### src/rtl/fp_pkg.sv
// rtl/fp_pkg.sv - bf16/fp32 formats, constants and operand classification
package fp_pkg;

  typedef struct packed {
    logic       sign;
    logic [7:0] exp;
    logic [6:0] frac;
  } bf16_t;

  typedef struct packed {
    logic        sign;
    logic [7:0]  exp;
    logic [22:0] frac;
  } fp32_t;

  typedef enum logic [1:0] {
    CLS_ZERO,
    CLS_NORM,
    CLS_INF,
    CLS_NAN
  } fp_class_t;

  localparam logic [7:0]  FP32_BIAS    = 8'd127;
  localparam logic [31:0] FP32_QNAN    = 32'h7FC00000;
  localparam logic [31:0] FP32_POS_INF = 32'h7F800000;

  // Denormal inputs (exp=0, frac!=0) classify as zero: inputs are flushed.
  function automatic fp_class_t bf16_class(input bf16_t x);
    fp_class_t c;
    if (x.exp == 8'h00)
      c = CLS_ZERO;
    else if (x.exp == 8'hFF)
      c = (x.frac == 7'd0) ? CLS_INF : CLS_NAN;
    else
      c = CLS_NORM;
    return c;
  endfunction

endpackage

### src/rtl/fmul_bf16.sv
// rtl/fmul_bf16.sv - bf16 x bf16 -> fp32 multiplier, operand capture plus two compute stages
module fmul_bf16
  import fp_pkg::*;
(
  input  logic        clk,
  input  logic        rst,
  input  logic        in_valid,
  input  logic [15:0] a,
  input  logic [15:0] b,
  output logic        out_valid,
  output logic [31:0] mul_out
);

  logic        v0, v1;
  bf16_t       a0, b0;
  logic        s1, spec1;
  logic [15:0] p1;
  logic signed [9:0] e1;
  logic [31:0] spec_val1;

  fp_class_t   ca, cb;
  logic        s_c, spec_c;
  logic [15:0] p_c;
  logic signed [9:0] e_c;
  logic [31:0] spec_val_c;

  always_comb begin
    ca         = bf16_class(a0);
    cb         = bf16_class(b0);
    s_c        = a0.sign ^ b0.sign;
    p_c        = {1'b1, a0.frac} * {1'b1, b0.frac};
    e_c        = $signed({2'b00, a0.exp}) + $signed({2'b00, b0.exp})
               - $signed({2'b00, FP32_BIAS});
    spec_c     = 1'b1;
    spec_val_c = 32'h0;
    if (ca == CLS_NAN || cb == CLS_NAN)
      spec_val_c = FP32_QNAN;
    else if ((ca == CLS_INF && cb == CLS_ZERO) || (ca == CLS_ZERO && cb == CLS_INF))
      spec_val_c = FP32_QNAN;
    else if (ca == CLS_INF || cb == CLS_INF)
      spec_val_c = {s_c, FP32_POS_INF[30:0]};
    else if (ca == CLS_ZERO || cb == CLS_ZERO)
      spec_val_c = {s_c, 31'b0};
    else
      spec_c = 1'b0;
  end

  logic signed [9:0] e_n;
  logic [22:0] frac_n;
  fp32_t       res_c;

  // Product is exact in 24 bits; only the leading-one position needs fixing.
  always_comb begin
    e_n    = p1[15] ? e1 + 10'sd1 : e1;
    frac_n = p1[15] ? {p1[14:0], 8'b0} : {p1[13:0], 9'b0};
    if (spec1)
      res_c = spec_val1;
    else if (e_n >= 10'sd255)
      res_c = '{sign: s1, exp: 8'hFF, frac: 23'b0};
    else if (e_n <= 10'sd0)
      res_c = '{sign: s1, exp: 8'h00, frac: 23'b0};
    else
      res_c = '{sign: s1, exp: e_n[7:0], frac: frac_n};
  end

  always_ff @(posedge clk) begin
    if (rst) begin
      v0        <= 1'b0;
      v1        <= 1'b0;
      out_valid <= 1'b0;
      mul_out   <= 32'h0;
    end else begin
      v0        <= in_valid;
      v1        <= v0;
      out_valid <= v1;
      if (v1)
        mul_out <= res_c;
    end
  end

  always_ff @(posedge clk) begin
    if (in_valid) begin
      a0 <= a;
      b0 <= b;
    end
    if (v0) begin
      s1        <= s_c;
      p1        <= p_c;
      e1        <= e_c;
      spec1     <= spec_c;
      spec_val1 <= spec_val_c;
    end
  end

endmodule

### config.mk
export PLATFORM = sky130hd
export DESIGN_NAME = fmul_bf16
export DESIGN_NICKNAME = d
export VERILOG_FILES = /design/src/rtl/fp_pkg.sv /design/src/rtl/fmul_bf16.sv
export SDC_FILE = /design/constraint.sdc
export NUM_CORES = 1
export LEC_CHECK = 0
export CORE_UTILIZATION = 35
export CTS_BUF_LIST = sky130_fd_sc_hd__clkbuf_8
export CTS_CLUSTER_DIAMETER = 50
export DETAILED_ROUTE_END_ITERATION = 10
export PLACE_DENSITY = 0.52
export SETUP_SLACK_MARGIN = 0.5
export SLEW_MARGIN = 15
export SYNTH_ARGS = -nofsm -noshare
export SYNTH_HDL_FRONTEND = slang
export SYNTH_SLANG_ARGS = --single-unit
export TNS_END_PERCENT = 10
### constraint.sdc
create_clock -name clk -period 12 [get_ports clk]
set_input_delay 2.4 -clock clk [delete_from_list [all_inputs] [get_ports clk]]
set_output_delay 2.4 -clock clk [all_outputs]
set_load 0.005 [all_outputs]
==> metrics <==
Area growth, synth to finish 15.7%; most common library cells after synthesis inv_1 (74), edfxtp_1 (63), ha_1 (51); EDFF count, synth 63; starting density of the core 36.3%; worst slew pin tran 992 ps; fin crit share 41.4%; number of global-route vias before repair 4002; slowest CP cell edfxtp_1; crit path max fanout 9; largest area contributor in the netlist edfxtp_1; RSZ-0062 raised after global routing no; Peak VDD IR 0.0841 mV; total grt overflow 0; path depth of the worst reg2reg path 17; Clock Sinks 90; Switching Power 0.436 mW; final worst-path setup slack 7030 ps; RD Place Congestion 0.846; post-place setup slack 7010 ps; Slew Viols, Final 0; Initial DRC Count 151; DR vias/cell 4.79; startpoint types register; Die Height 134 um; Mean Syn Cell Area 11.3 um2; Top FF cell, synth edfxtp_1; row count 47; CP Capture Type register; H-Tree Depth 3; status finished, final reports clean; Antenna Nets Post-Route 0; hpwl dp 9630 um; cells along the critical path and2_1 > fa_1 > inv_1 > fa_1 > inv_1 > fa_1 > inv_1 > fa_1 > inv_1 > ha_1 > o21a_1 > o31a_1 > o211ai_1 > a21oi_1 > a2111oi_2 > a21oi_1 > xnor2_1; Synth Warn # 0; I/O Buffers 59; Hold Path End mul_out[8]; first-pass GRT wire length 20400 um; P_int 0.732 mW; Worst-path clk slew 90 ps; Slew HR 33.9%; min cycle time layout 4970 ps; sequential power share 38.1%; most common cell in the synthesized netlist inv_1; Netlist cell types 69; flop2flop setup slack 7030 ps; die width 134 um; CTS resizes 0; Routed WL 12200 um; Arr. time, crit path 5100 ps; Cell Area, Synth 0.00610 mm2; Synth async-reset ratio 0%; IO Count 68; final setup violation count 0; die area 0.0180 mm2; CTS Root Buffer Type clkbuf_8; leakage 2.84 nW; Total GRT Usage 14.5%; Post-CTS Setup Bufs 0; initial antenna violation count 0; DRC errors left 0; required time worst endpoint 12130 ps; Hold Buf Count CTS 0; ANT cells 0; FF+latch count, synth 90; min-delay worst type register to register; worst skew pair latency 380 ps; Longest Clk Path Bufs 2; Fin. Hold Viols 0; Pwr Density 165 mW/mm2; switch share 37.3%; largest net degree at the start of global routing 34; Nets 724; routed wire length per instance 14.7 um; CTS tree yes; combinational share of power 45.1%; clock group share of total power 16.9%; setup TNS 0 ps; kind of critical path register to register; CTS buffer count 9; CP peak stage delay 550 ps; fin cells 826; worst hold path depth 2; Critical R2R Launch b0[6]; drt pass-1 iters 4; dpl cells 810; vias post-DR 3959; Hold Path Origin mul_out[8]; reg2reg end p1[15]; Yosys top cell area share 31.0%; skew final 13.5 ps; core area 0.0168 mm2; top cells by area, synth edfxtp_1 (31%), fa_1 (12%), ha_1 (10%); layout cells sized above 1 8.75%; PnR Total Power 1.17 mW; Max Cap Viol 0; Post-Syn Instances 542; register area share after synthesis 39.8%; fmax 0.201 GHz
power groups by stage:
stage | logic [mW] | clock network, mW | registers [mW]
floorplan | 0.432 | 0 | 0.429
global placement | 0.523 | 0 | 0.450
detailed placement | 0.524 | 0 | 0.452
CTS | 0.532 | 0.206 | 0.445
global route | 0.612 | 0.217 | 0.452
finish | 0.526 | 0.197 | 0.445
flip-flops by register name, summed over array words and instances, names as in the netlist:
register / flops
mul_out: 24
a0: 16
b0: 16
p1: 16
e1: 10
spec_val1: 3
out_valid: 1
s1: 1
spec1: 1
v0: 1
v1: 1
critical path: cells and delay by family, from the launching register on:
kind,cells,cell delay [ps]
AOI/OAI and AO/OA,6,1150
xor gates and xnor gates,1,140
adders and majority gates,5,2410
buffers and inverters,4,200
DFF,1,550
and+or+nand+nor,1,240
metal layers:
| metal | part of all wire (%) | routed length (um) | global-route usage [%] |
|---|---|---|---|
| met3 | 2.9 | 358 | 2.38 |
| met5 | 0 | 0 | 0 |
| met1 | 53 | 6450 | 21.1 |
| met2 | 42 | 5130 | 21.5 |
| met4 | 1.8 | 222 | 5.93 |
layout make-up:
cell class / count / area, um2
inverter: 74 / 278
sequential: 90 / 2430
timing repair buffer: 62 / 613
tap: 220 / 275
clock inverter: 7 / 51.3
fill: 1646 / 9750
clock buffer: 9 / 124
multi-input combinational: 364 / 3290
cell families after synthesis:
logic type / after synthesis / share of synthesized area [%]
DFF: 90 / 39.8
and+or+nand+nor: 140 / 12.9
muxes: 16 / 2.89
AOI/OAI and AO/OA: 83 / 10.9
other: 1 / 0.0614
xor gates and xnor gates: 29 / 4.16
buffers and inverters: 95 / 6.68
adders and majority gates: 88 / 22.6
cell usage in the layout (no fill, tap or decap), types with 6 or more instances in the layout:
master,count
nor4_1,8
and2_1,24
o21ai_0,6
ha_1,51
inv_1,74
a22oi_1,7
nand4_1,7
dfxtp_1,27
fa_1,37
a21oi_1,26
conb_1,8
a32o_1,13
xnor2_1,20
mux2_2,13
clkbuf_8,9
nand2_1,28
nor2_1,30
edfxtp_1,63
xor2_1,9
clkdlybuf4s50_1,59
how the worst max path moves through the flow:
stage | from | end | slack [ps] | cells past startpoint
floorplan | b0[6] | p1[15] | 7330 | 17
global placement | b0[6] | p1[15] | 7100 | 17
detailed placement | b0[6] | p1[15] | 7010 | 17
CTS | b0[6] | p1[15] | 6990 | 17
global route | b0[6] | p1[15] | 6740 | 17
finish | b0[6] | p1[15] | 7030 | 17
metrics by stage:
step                util, %  instance area, um2  hold slack (ps)
global placement       41.0                6890              454
detailed placement     41.0                6890              456
global route           42.0                7060              481
CTS                    42.0                7060              468
finish                 42.0                7060              465
floorplan                 -                6130              457
Power figures use the tool's default switching activity.
